==> config.mk <==
export PLATFORM = sky130hd
export DESIGN_NAME = ew_mul_scheduler
export DESIGN_NICKNAME = d
export VERILOG_FILES = /design/src/rtl/ew_mul_scheduler_pkg.sv /design/src/rtl/ew_mul_scheduler_addr_gen.sv /design/src/rtl/ew_mul_scheduler.sv
export SDC_FILE = /design/constraint.sdc
export NUM_CORES = 1
export LEC_CHECK = 0
export ABC_CLOCK_PERIOD_IN_PS = 6400
export CAP_MARGIN = 20
export CORE_MARGIN = 10
export CORE_UTILIZATION = 39
export CTS_CLUSTER_SIZE = 40
export DETAILED_ROUTE_END_ITERATION = 12
export PLACE_DENSITY = 0.79
export SLEW_MARGIN = 20
export SYNTH_ARGS = -nofsm -noshare
export SYNTH_HDL_FRONTEND = slang
export SYNTH_SLANG_ARGS = --single-unit
==> constraint.sdc <==
create_clock -name clk -period 6.4 [get_ports clk]
set_clock_uncertainty 0.05 [all_clocks]
set_input_delay 1.28 -clock clk [delete_from_list [all_inputs] [get_ports clk]]
set_output_delay 1.28 -clock clk [all_outputs]
set_load 0.05 [all_outputs]
==> src/rtl/ew_mul_scheduler_pkg.sv <==
// Shared types and constants for the element-wise MUL scheduler.
// Holds datapath widths, the default MUL latency and the FSM encoding.
package ew_mul_scheduler_pkg;

  localparam int INT8_SIZE   = 8;
  localparam int INT32_SIZE  = 32;
  localparam int MUL_LAT_DEF = 4;

  typedef enum logic [2:0] {
    S_IDLE  = 3'd0,
    S_CFG   = 3'd1,
    S_RUN   = 3'd2,
    S_DRAIN = 3'd3,
    S_DONE  = 3'd4
  } state_t;

endpackage

==> src/rtl/ew_mul_scheduler_addr_gen.sv <==
// Address generator: base + index, or base alone when broadcasting.
// Ports: base, idx, bcast in; addr out. Adds wrap modulo 2^ADDR_W.
module ew_addr_gen #(
  parameter int ADDR_W = 16
) (
  input  logic [ADDR_W-1:0] base,
  input  logic [ADDR_W-1:0] idx,
  input  logic              bcast,
  output logic [ADDR_W-1:0] addr
);

  assign addr = bcast ? base : base + idx;

endmodule

==> src/rtl/ew_mul_scheduler.sv <==
// Sequences one element-wise quantized multiply over the int8 MUL datapath.
// Ports: start/descriptor/p_* in, rd_*/dp_in_valid/cfg_*/wr_*/busy/done out.
module ew_mul_scheduler
  import ew_mul_scheduler_pkg::*;
#(
  parameter int ADDR_W     = 16,
  parameter int MUL_LAT    = ew_mul_scheduler_pkg::MUL_LAT_DEF,
  parameter int INT32_SIZE = ew_mul_scheduler_pkg::INT32_SIZE
) (
  input  logic                  clk,
  input  logic                  rst,
  input  logic                  start,
  input  logic [ADDR_W-1:0]     elem_count,
  input  logic [ADDR_W-1:0]     in1_base,
  input  logic [ADDR_W-1:0]     in2_base,
  input  logic [ADDR_W-1:0]     out_base,
  input  logic                  in2_broadcast,
  input  logic [INT32_SIZE-1:0] p_in1_off,
  input  logic [INT32_SIZE-1:0] p_in2_off,
  input  logic [INT32_SIZE-1:0] p_mult,
  input  logic [INT32_SIZE-1:0] p_shift,
  input  logic [INT32_SIZE-1:0] p_out_off,
  input  logic [INT32_SIZE-1:0] p_act_min,
  input  logic [INT32_SIZE-1:0] p_act_max,
  input  logic                  issue_hold,
  output logic                  rd_en,
  output logic [ADDR_W-1:0]     rd_addr1,
  output logic [ADDR_W-1:0]     rd_addr2,
  output logic                  dp_in_valid,
  output logic [INT32_SIZE-1:0] cfg_in1_off,
  output logic [INT32_SIZE-1:0] cfg_in2_off,
  output logic [INT32_SIZE-1:0] cfg_mult,
  output logic [INT32_SIZE-1:0] cfg_shift,
  output logic [INT32_SIZE-1:0] cfg_out_off,
  output logic [INT32_SIZE-1:0] cfg_act_min,
  output logic [INT32_SIZE-1:0] cfg_act_max,
  input  logic                  dp_out_valid,
  output logic                  wr_en,
  output logic [ADDR_W-1:0]     wr_addr,
  output logic                  busy,
  output logic                  done
);

  localparam logic [ADDR_W-1:0] ONE  = ADDR_W'(1);
  localparam logic [7:0]        LAT8 = 8'(MUL_LAT);

  state_t state, state_d;

  logic [ADDR_W-1:0] count_q;
  logic [ADDR_W-1:0] issued;
  logic [ADDR_W-1:0] completed;
  logic [ADDR_W-1:0] b1_q;
  logic [ADDR_W-1:0] b2_q;
  logic [ADDR_W-1:0] bo_q;
  logic              bcast_q;
  logic [7:0]        drain_cyc;
  logic [ADDR_W-1:0] issued_nx;
  logic [ADDR_W-1:0] completed_nx;
  logic              accept;

  assign issued_nx    = issued + ONE;
  assign completed_nx = completed + ONE;
  assign accept       = (state == S_IDLE) && start;

  always_comb begin
    state_d = state;
    rd_en   = 1'b0;
    wr_en   = 1'b0;
    busy    = 1'b0;
    done    = 1'b0;
    unique case (state)
      S_IDLE: begin
        if (start) begin
          state_d = (elem_count == '0) ? S_DONE : S_CFG;
        end
      end
      S_CFG: begin
        busy    = 1'b1;
        state_d = S_RUN;
      end
      S_RUN: begin
        busy  = 1'b1;
        wr_en = dp_out_valid && (completed != count_q);
        rd_en = !issue_hold && (issued != count_q);
        if (rd_en && (issued_nx == count_q)) begin
          state_d = S_DRAIN;
        end
      end
      S_DRAIN: begin
        busy  = 1'b1;
        wr_en = dp_out_valid && (completed != count_q);
        // Leave on the very cycle the last result is written.
        if ((completed == count_q) ||
            (wr_en && (completed_nx == count_q))) begin
          state_d = S_DONE;
        end
      end
      S_DONE: begin
        busy    = 1'b1;
        done    = 1'b1;
        state_d = S_IDLE;
      end
      default: state_d = S_IDLE;
    endcase
  end

  always_ff @(posedge clk or negedge rst) begin
    if (!rst) begin
      state       <= S_IDLE;
      dp_in_valid <= 1'b0;
      count_q     <= '0;
      issued      <= '0;
      completed   <= '0;
      b1_q        <= '0;
      b2_q        <= '0;
      bo_q        <= '0;
      bcast_q     <= 1'b0;
      drain_cyc   <= '0;
      cfg_in1_off <= '0;
      cfg_in2_off <= '0;
      cfg_mult    <= '0;
      cfg_shift   <= '0;
      cfg_out_off <= '0;
      cfg_act_min <= '0;
      cfg_act_max <= '0;
    end else begin
      state       <= state_d;
      // Operand buffers have one cycle of read latency.
      dp_in_valid <= rd_en;
      drain_cyc   <= (state == S_DRAIN) ? drain_cyc + 8'd1 : 8'd0;
      if (accept) begin
        count_q     <= elem_count;
        issued      <= '0;
        completed   <= '0;
        b1_q        <= in1_base;
        b2_q        <= in2_base;
        bo_q        <= out_base;
        bcast_q     <= in2_broadcast;
        cfg_in1_off <= p_in1_off;
        cfg_in2_off <= p_in2_off;
        cfg_mult    <= p_mult;
        cfg_shift   <= p_shift;
        cfg_out_off <= p_out_off;
        cfg_act_min <= p_act_min;
        cfg_act_max <= p_act_max;
      end else begin
        if (rd_en) issued <= issued_nx;
        if (wr_en) completed <= completed_nx;
      end
    end
  end

  ew_addr_gen #(.ADDR_W(ADDR_W)) u_rd1 (
    .base  (b1_q),
    .idx   (issued),
    .bcast (1'b0),
    .addr  (rd_addr1)
  );

  ew_addr_gen #(.ADDR_W(ADDR_W)) u_rd2 (
    .base  (b2_q),
    .idx   (issued),
    .bcast (bcast_q),
    .addr  (rd_addr2)
  );

  ew_addr_gen #(.ADDR_W(ADDR_W)) u_wr (
    .base  (bo_q),
    .idx   (completed),
    .bcast (1'b0),
    .addr  (wr_addr)
  );

  // The last result lands MUL_LAT cycles into DRAIN at the latest.
  a_drain_bound: assert property (@(posedge clk) disable iff (!rst)
    !((state == S_DRAIN) && (drain_cyc > LAT8)));

  a_count_order: assert property (@(posedge clk) disable iff (!rst)
    (completed <= issued) && (issued <= count_q));

endmodule

# Word level (Yosys, flattened, before mapping)
# Index checks and enable logic that the tools add are counted.
# word_totals
ff_bits	325
elab_cells	61
in_bits	294
out_inout_bits	277
# op_classes
reduce_logical	14
addsub	5
n_eq_ne	12
n_mux	14
# ops
operator	count
16-bit 2-to-1 mux	5
16-bit adder	3
16-bit == test	3
16-bit by 1-bit adder with 16-bit output (second input constant)	2
16-bit != test	2
16-bit zero test	1
3-bit 2-to-1 mux	4
3-bit case mux with 4 select lines	1
3-bit by 2-bit == test with 1-bit output (second input constant)	2
2-bit != test (second input constant)	3
1-bit logical AND	5
1-bit 2-to-1 mux	4
2-bit nonzero test	2
4-bit OR reduction	1
3-bit by 1-bit == test with 1-bit output (second input constant)	1
3-bit == test (second input constant)	1
3-bit zero test	1
3-bit AND reduction	1
2-bit OR reduction	1
1-bit zero test	1
1-bit logical OR	1

# Logic depth before layout (Yosys ltp)
# Gate-level depths: netlist of the first run.
# depth
ltp_word	6
mapped_depth	11
ltp_nobuf	11

# Modules after synthesis
# From an unflattened synthesis of the first run, not the netlist that was laid out.
# unflattened
hier_cells	1384
hier_area_um2	16562.1
# by_module_without_submodules
mod	seq_area_each_um2	cells_each	area_per_inst_um2	instances
ew_mul_scheduler	8132.8	998	13845.8	1
ew_addr_gen at u_rd2 ...	0.0	129	908.4	2
ew_addr_gen at u_rd1	0.0	128	899.6	1

# Worst setup path after synthesis of the first run
# Ideal clock, no wire load.
# synth_timing
kind	reg2out
from	register completed[0]
to	output port wr_addr[14]
arrival_time_ns	3.808
required_ns	5.070
stages_incl_launch_ff	12
slack_ns	1.262
path_buffers	0
path_cell_list	dfrtp_1 -> ha_1 -> inv_1 -> fa_1 -> nor2b_1 -> o21a_1 -> nor2_1 -> o21bai_1 -> a31o_2 -> a31oi_1 -> a21oi_1 -> o311ai_0
# synth_between
elab_chain_cells	1
# synth_rtl
item	line	source
start, declared	ew_mul_scheduler.sv:51	logic [ADDR_W-1:0] completed;
start signal, assigned	ew_mul_scheduler.sv:148	if (wr_en) completed <= completed_nx;
16-bit adder	ew_mul_scheduler_addr_gen.sv:12	assign addr = bcast ? base : base + idx;
end, declared	ew_mul_scheduler.sv:39	output logic [ADDR_W-1:0] wr_addr,
# No other way between the ends.

# Final worst setup path of the first run
# layout_timing
from	register issued[2]
to	output port rd_addr2[15]
# layout_between
elab_chain_cells	2
# layout_rtl
item	line	source
start, declared	ew_mul_scheduler.sv:50	logic [ADDR_W-1:0] issued;
start signal, assigned	ew_mul_scheduler.sv:147	if (rd_en) issued <= issued_nx;
16-bit adder	ew_mul_scheduler_addr_gen.sv:12	
16-bit 2-to-1 mux	ew_mul_scheduler_addr_gen.sv:12	
end, declared	ew_mul_scheduler.sv:28	output logic [ADDR_W-1:0] rd_addr2,
# No other way between the ends.

==> results of run 1 <==
routing by layer:
layer	part of all wire	track usage	up-vias
li1	-	-	5858
met1	0.38	0.252	6403
met2	0.51	0.388	442
met3	0.091	0.0919	89
met4	0.025	0.0761	4
met5	0.00036	0	-
critical path, cell delays in order, from the launching register on:
cell             delay (ns)
dfrtp_1                0.61
ha_1                   0.35
o21ai_0                0.21
nor2_1                 0.10
o41ai_1                0.52
a2111oi_0              0.29
o41ai_1                0.58
o22ai_1                0.13
a21oi_1                0.18
xnor2_1                0.14
clkdlybuf4s50_1        0.84
final cells by class:
| class | count | area (µm²) |
|---|---|---|
| Sequential cell | 325 | 8130 |
| Multi-Input combinational cell | 898 | 7440 |
| Clock buffer | 55 | 1160 |
| Timing Repair Buffer | 581 | 5840 |
| Inverter | 27 | 101 |
| Antenna cell | 13 | 32.5 |
| Tap cell | 532 | 666 |
| Clock inverter | 17 | 178 |
| Fill cell | 3269 | 17100 |
per-stage QoR:
stage | cells | setup slack [ns] | area [µm²]
after floorplan | 1319 | 1.26 | 16000
after CTS | 2435 | 0.585 | 23500
after global routing | 2445 | 0.280 | 23500
after global placement | 2363 | 1.32 | 22200
final | 2448 | 0.560 | 23500
after detailed placement | 2363 | 1.26 | 22200
Yosys cell counts (all sizes together), types with 4 or more instances:
| library cell | n |
|---|---|
| a2111oi | 4 |
| a211oi | 8 |
| a21o | 8 |
| a21oi | 29 |
| a31o | 4 |
| a31oi | 9 |
| and2 | 9 |
| and3 | 9 |
| and4 | 6 |
| buf | 11 |
| clkbuf | 58 |
| dfrtp | 325 |
| ha | 47 |
| inv | 27 |
| mux2 | 288 |
| nand2 | 64 |
| nand2b | 7 |
| nand3 | 26 |
| nand4 | 20 |
| nor2 | 66 |
| nor2b | 9 |
| nor3 | 22 |
| nor3b | 4 |
| nor4 | 16 |
| o211ai | 4 |
| o21a | 5 |
| o21ai | 50 |
| o311ai | 5 |
| o31ai | 12 |
| or2 | 7 |
| or3 | 8 |
| xnor2 | 53 |
| xor2 | 59 |
worst max-delay path by stage:
stage	from	end	slack (ns)
finish	issued[2]$_DFFE_PN0P_	rd_addr2[15]	0.56
global route	issued[2]$_DFFE_PN0P_	rd_addr2[15]	0.28
CTS	issued[1]$_DFFE_PN0P_	rd_addr2[15]	0.59
detailed placement	issued[1]$_DFFE_PN0P_	rd_addr2[15]	1.26
global placement	issued[2]$_DFFE_PN0P_	rd_addr2[15]	1.32
floorplan	completed[0]$_DFFE_PN0P_	wr_addr[14]	1.26
power groups by stage:
stage               Sequential (W)  Combinational, W  Clock [W]
global placement           0.00219          0.000901          0
finish                     0.00216          0.000916    0.00229
global route               0.00216          0.000987    0.00243
floorplan                  0.00215          0.000546          0
detailed placement         0.00219          0.000910          0
CTS                        0.00216          0.000918    0.00235
state kept, by name, indices dropped and copies added (netlist names):
name	count
cfg_act_max	32
cfg_in1_off	32
cfg_shift	32
dp_in_valid	1
b2_q	16
bcast_q	1
cfg_mult	32
cfg_in2_off	32
completed	16
count_q	16
bo_q	16
cfg_act_min	32
b1_q	16
cfg_out_off	32
state	3
issued	16
logic make-up after synthesis:
kind of cell    after synthesis
compound gates              164
xor+xnor                    112
fa+ha+maj                    50
buf+inv                      96
flops                       325
mux                         288
simple gates                284
cells in the final DEF (no fill, tap or decap), types with 9 or more instances in the layout:
master	count
o21ai_0	48
inv_1	26
nand3_1	26
nor2b_1	9
nor3_1	22
nand4_1	19
ha_1	47
clkbuf_16	41
nor4_1	15
diode_2	13
xor2_1	58
a31oi_1	9
xnor2_1	53
a21oi_1	28
dfrtp_1	325
o31ai_1	12
nand2_1	64
nor2_1	66
clkdlybuf4s50_1	569
mux2_2	288
==> metrics.cfg, run 1 <==
[run_status]
outcome=completed

[timing]
layout_worst_path_cycle_share=0.913
setup_viol=0
maxSlewHeadroom=0.391
fin_tns_setup_ns=0
fin_hold_ws_ns=0.454
maxSlewViolCount=0
hold_violations=0
finalCriticalPeriod_ns=5.84
worst_pin_slew_ns=0.913
max_freq_mhz=171
rsz0062_at_grt=no

[logic_synthesis]
synth.top_cell.area_share=0.510
synth_edf_count=0
ys_seq_elements=325
yosysTopAreaCell=dfrtp_1
synth.distinct_cells=71
synth_area_um2=16000
synth-compound-area-share=0.0672
yosysSeqAreaShare=0.510
synthMuxAreaShare=0.203
synth-main-ff-cell=dfrtp_1
postSynthAreaPerCell_um2=12.1
synthAdderAreaFrac=0.0406
synth_top_family_by_area=multiplexers
synthTopCellsByArea=dfrtp_1 51%, mux2_2 20%, ha_1 3.7%
synth_cells=1319
syn_nets=1663
yosys_warnings=0
synth_xor_area_frac=0.0619
synth-simple-area-share=0.0927
async_flop_share=1.00

[power_and_ir_drop]
total_power_w=0.00536
clock_power_share=0.427
pwr-share-comb=0.171
ir_drop_mv=0.250
p_sw_w=0.00148
pwr-share-seq=0.402
p_int_w=0.00388
leakage_nw=10.8
swShare=0.276
p_per_area_nw_per_um2=228

[setup_path]
worstPathMaxFanout=13
rr_endpoint=state[0]$_DFFE_PN0P_
reg2reg_depth=8
r2r-start=issued[2]$_DFFE_PN0P_
ff2ff_setup_slack_ns=3.12
worstPathRequired_ns=5.07
critPathLaunchType=register
path_class=register to output port
end_kind=output port
arrival_ns=4.51

[floorplanning]
core_area_um2=40600
start_util=0.393
die_w_um=222
dieHeight_um=222
rows=74
die_area_um2=49400
ios=571

[drt]
routedWlPerCell_um=23.7
wl_um=58000
first_pass_iters=5
post-route-drc-count=0
post_drt_via_cell_ratio=5.23
ant_nets=0
drt_iter0_markers=859
num_vias=12800

[job]
max-cap-violations=0

[clocking]
cts.path.max_buffers=3
ctsResizeCount=0
cts_hold_buf=0
clk_latency_ns=0.56
clk_pin_slew_worst_paths_ns=0.06
tritoncts=built
postCtsSetupBuffers=0
htree_levels=2
cts_sinks=325
root_buffer=clkbuf_16
cts_buffers=40

[final_layout]
drive_gt1_frac=0.203
nets=2217
fin_util=0.579
syn_to_final_growth_pct=47.5

[grt]
antenna_found_initial=14
grt_overflow=0
grt_pass1_vias=13700
grtUsageTotal=0.227
grt_pass1_wl_um=87000
grt_max_degree=112

[place]
gp_congestion=0.907
place_hpwl_um=45600
port_buffers=570

[hold_path]
min_path_cells=1
hold_start=cfg_act_min[5]$_DFFE_PN0P_
hold_end=cfg_act_min[5]$_DFFE_PN0P_
hp-class=register to register

Note: power is estimated with default switching activity, not from simulation.
==> run 2: changes to the inputs <==
CORE_UTILIZATION = 31   (was 39)
PLACE_DENSITY = 0.67   (was 0.79)
==> metrics.cfg, run 2 (synthesized netlist as in run 1, its figures left out) <==
[floorplanning]
rows=83
core_area_um2=51200
ios=571
die_area_um2=61000
start_util=0.312
die_w_um=247
dieHeight_um=247

[drt]
first_pass_iters=5
post-route-drc-count=0
num_vias=12700
drt_iter0_markers=621
wl_um=58400
routedWlPerCell_um=22.5
ant_nets=0
post_drt_via_cell_ratio=4.88

[timing]
fin_tns_setup_ns=0
fin_ws_ns=0.589
finalCriticalPeriod_ns=5.81
maxSlewHeadroom=0.383
maxSlewViolCount=0
max_freq_mhz=172
rsz0062_at_grt=no
hold_violations=0
worst_pin_slew_ns=0.926
layout_worst_path_cycle_share=0.908
setup_viol=0

[setup_path]
critPathLaunchType=register
path_class=register to output port
arrival_ns=4.48
worstPathMaxFanout=13
end_kind=output port
worstPathRequired_ns=5.07
ff2ff_setup_slack_ns=3.05

[clocking]
clk_latency_ns=0.55
root_buffer=clkbuf_16
cts.path.max_buffers=3
cts_hold_buf=0
clk_pin_slew_worst_paths_ns=0.05
cts_sinks=325
htree_levels=2
postCtsSetupBuffers=0
ctsResizeCount=0
tritoncts=built
cts_buffers=41

[place]
placedCellCount=2510
placed_area_um2=22300
place_hpwl_um=45500
place_ws_ns=1.31
gp_congestion=0.889
port_buffers=570

[power_and_ir_drop]
p_per_area_nw_per_um2=227
total_power_w=0.00538
leakage_nw=10.8
ir_drop_mv=0.198

[hold_path]
hp-class=register to register

[final_layout]
finalNonFillerCells=2592
nets=2217
final_cell_mix=569 x clkdlybuf4s50_1, 325 x dfrtp_1, 288 x mux2_2
layout_commonest_cell=clkdlybuf4s50_1
syn_to_final_growth_pct=48.6
drive_gt1_frac=0.202
nFillCells=4626
design_area_um2=23700

[run_status]
outcome=completed

[job]
max-cap-violations=0

[grt]
antenna_found_initial=15
grt_overflow=0
grtUsageTotal=0.184
grt_pass1_vias=13700
grt_max_degree=130
grt_pass1_wl_um=85400

## run 2: cell types whose count changed in the layout (fill, tap and decap cells not counted), moves of 2 or more
| cell | before | now |
|---|---|---|
| clkinv_2 | 8 | 6 |
| diode_2 | 13 | 7 |
| clkbuf_1 | 6 | 10 |
| clkinvlp_4 | 4 | 2 |
| clkbuf_8 | 8 | 10 |
| clkinv_8 | 0 | 2 |
## run 2: metrics by stage
step	utilization	hold slack [ns]
final	0.463	0.454
after global placement	0.436	0.437
after floorplan	-	0.435
after CTS	0.463	0.456
after global routing	0.463	0.465
after detailed placement	0.436	0.444
## run 2: critical path, stage by stage, from the launching register on
cell	delay, ns
dfrtp_1	0.61
ha_1	0.35
o21ai_0	0.17
nor2_1	0.09
o41ai_1	0.55
a2111oi_0	0.29
o41ai_1	0.58
o22ai_1	0.13
a21oi_1	0.18
xnor2_1	0.14
clkdlybuf4s50_1	0.83
## run 2: where the power goes
part / total [W] / switching [W] / leakage (nW) / internal [W]
clock: 0.00231 / 0.000927 / 0.663 / 0.00139
combinational: 0.000906 / 0.000495 / 5.65 / 0.000411
sequential: 0.00216 / 0.0000785 / 4.49 / 0.00208
total: 0.00538 / 0.00150 / 10.8 / 0.00388
## run 2: final timing paths
path / cells after the start / from / to
worst max-delay path: 10 / issued[2]$_DFFE_PN0P_ / rd_addr2[15]
worst min-delay path: 1 / cfg_in2_off[12]$_DFFE_PN0P_ / cfg_in2_off[12]$_DFFE_PN0P_
worst max register to register: 8 / issued[5]$_DFFE_PN0P_ / state[0]$_DFFE_PN0P_
worst min register to register: 1 / cfg_in2_off[12]$_DFFE_PN0P_ / cfg_in2_off[12]$_DFFE_PN0P_
max in group asynchronous: 2 / rst / cfg_out_off[27]$_DFFE_PN0P_
min in group asynchronous: 1 / rst / cfg_in2_off[12]$_DFFE_PN0P_
## run 2: area by class of cell
class / instances / area [µm²] / area share
sequential: 325 / 8130 / 0.343
antenna: 7 / 17.5 / 0.000739
clock inverter: 14 / 155 / 0.00654
multi-input combinational: 898 / 7440 / 0.314
timing repair buffer: 580 / 5820 / 0.246
inverter: 27 / 101 / 0.00427
clock buffer: 61 / 1200 / 0.0506
tap: 680 / 851 / 0.0359
## run 2: routing by layer
| layer | GRT usage | up-vias | part of all wire |
|---|---|---|---|
| met5 | 0 | - | 0.0013 |
| met4 | 0.0675 | 12 | 0.026 |
| met3 | 0.0776 | 93 | 0.098 |
| met2 | 0.319 | 457 | 0.51 |
| met1 | 0.196 | 6241 | 0.37 |
| li1 | - | 5853 | - |
==> run 3: changes to the inputs <==
--- a/config.mk
+++ b/config.mk
@@ -12,6 +12,7 @@
 export CTS_CLUSTER_SIZE = 40
 export DETAILED_ROUTE_END_ITERATION = 12
+export MAX_ROUTING_LAYER = met4
 export PLACE_DENSITY = 0.67
-export SLEW_MARGIN = 20
+export SLEW_MARGIN = 25
 export SYNTH_ARGS = -nofsm -noshare
 export SYNTH_HDL_FRONTEND = slang
--- a/constraint.sdc
+++ b/constraint.sdc
@@ -3,3 +3,3 @@
 set_input_delay 1.28 -clock clk [delete_from_list [all_inputs] [get_ports clk]]
 set_output_delay 1.28 -clock clk [all_outputs]
-set_load 0.05 [all_outputs]
+set_load 0.01 [all_outputs]
==> metrics.cfg, run 3 (synthesized netlist as in run 1, its figures left out) <==
[clocking]
cts_sinks=325
ctsResizeCount=0
cts_hold_buf=0
clk_latency_ns=0.55
tritoncts=built
root_buffer=clkbuf_16
cts.path.max_buffers=3
cts_buffers=40
htree_levels=2
clk_pin_slew_worst_paths_ns=0.06
postCtsSetupBuffers=0

[final_layout]
final_cell_mix=569 x clkdlybuf4s50_1, 325 x dfrtp_1, 288 x mux2_2
syn_to_final_growth_pct=48.9
layout_commonest_cell=clkdlybuf4s50_1
fin_util=0.464
finalNonFillerCells=2594
drive_gt1_frac=0.200
nets=2215

[floorplanning]
core_area_um2=51200
dieHeight_um=247
die_w_um=247
start_util=0.312
die_area_um2=61000
ios=571
rows=83

[hold_path]
hp-class=register to register

[place]
place_hpwl_um=45100
port_buffers=570
placedCellCount=2508
gp_congestion=0.890

[timing]
rsz0062_at_grt=no
fin_tns_setup_ns=0
layout_worst_path_cycle_share=0.878
worst_pin_slew_ns=0.874
finalCriticalPeriod_ns=5.62
maxSlewViolCount=0
fin_hold_ws_ns=0.451
hold_violations=0
setup_viol=0
max_freq_mhz=178
maxSlewHeadroom=0.418

[power_and_ir_drop]
pwr-share-seq=0.410
p_int_w=0.00393
p_sw_w=0.00134
swShare=0.254
clock_power_share=0.447
total_power_w=0.00527
leakage_nw=10.8
pwr-share-comb=0.143
ir_drop_mv=0.195
p_per_area_nw_per_um2=222

[drt]
ant_nets=0
post-route-drc-count=0
drt_iter0_markers=560
num_vias=12800
first_pass_iters=5
routedWlPerCell_um=22.5
wl_um=58300
post_drt_via_cell_ratio=4.93

[grt]
grt_pass1_wl_um=85000
grtUsageTotal=0.189
grt_pass1_vias=13600
grt_max_degree=135
grt_overflow=0
antenna_found_initial=12

[setup_path]
worstPathMaxFanout=13
worstPathRequired_ns=5.07
end_kind=output port
arrival_ns=4.29
path_class=register to output port
critPathLaunchType=register

[job]
max-cap-violations=0

[run_status]
outcome=completed

run 3: cell types whose count changed in the layout (fill, tap and decap cells not counted), sizes merged:
cell      before  now
diode          7   12
clkinv         9    6
bufinv         2    4
clkbuf        61   59
inv           28   30
buf           11   10
clkinvlp       2    1
run 3: worst paths after layout:
kind	to	cells after the start	startpoint	slack, ns
max	rd_addr2[15]	10	issued[2]$_DFFE_PN0P_	0.78
max reg2reg	state[0]$_DFFE_PN0P_	8	issued[5]$_DFFE_PN0P_	3.06
min	cfg_mult[24]$_DFFE_PN0P_	1	cfg_mult[24]$_DFFE_PN0P_	0.45
min in group asynchronous	cfg_in2_off[12]$_DFFE_PN0P_	1	rst	0.62
min reg2reg	cfg_mult[24]$_DFFE_PN0P_	1	cfg_mult[24]$_DFFE_PN0P_	0.45
max in group asynchronous	cfg_out_off[10]$_DFFE_PN0P_	2	rst	4.49
run 3: routing by layer:
metal / part of all wire / GRT usage / up-vias
met5: 0 / - / -
met1: 0.36 / 0.194 / 6385
met3: 0.10 / 0.0805 / 93
met2: 0.51 / 0.319 / 442
li1: - / - / 5858
met4: 0.028 / 0.0655 / 0
run 3: power groups by stage:
stage,registers (W),logic [W],clock network (W)
floorplan,0.00214,0.000390,0
global placement,0.00219,0.000744,0
detailed placement,0.00220,0.000754,0
CTS,0.00216,0.000759,0.00244
global route,0.00216,0.000829,0.00251
finish,0.00216,0.000753,0.00235
run 3: final cells by class:
type | instances | area [µm²]
diodes | 12 | 30.0
clock buffers | 59 | 1170
clock inverters | 14 | 191
fillers | 4638 | 27400
inverters | 27 | 101
multi-input cells | 898 | 7440
flip-flops and latches | 325 | 8130
well taps | 680 | 851
repair buffers | 579 | 5850
run 3: metrics by stage:
step / instance area [µm²] / setup slack, ns
after floorplan: 16000 / 2.47
after global placement: 22300 / 1.49
after detailed placement: 22300 / 1.48
after CTS: 23700 / 0.824
after global routing: 23800 / 0.595
final: 23800 / 0.782
run 3: critical path, stage by stage, from the launching register on:
cell and delay (ns):
dfrtp_1 0.62, ha_1 0.35, o21ai_0 0.19, nor2_1 0.09
o41ai_1 0.57, a2111oi_0 0.31, o41ai_1 0.58, o22ai_1 0.14
a21oi_1 0.18, xnor2_1 0.15, clkdlybuf4s50_1 0.57
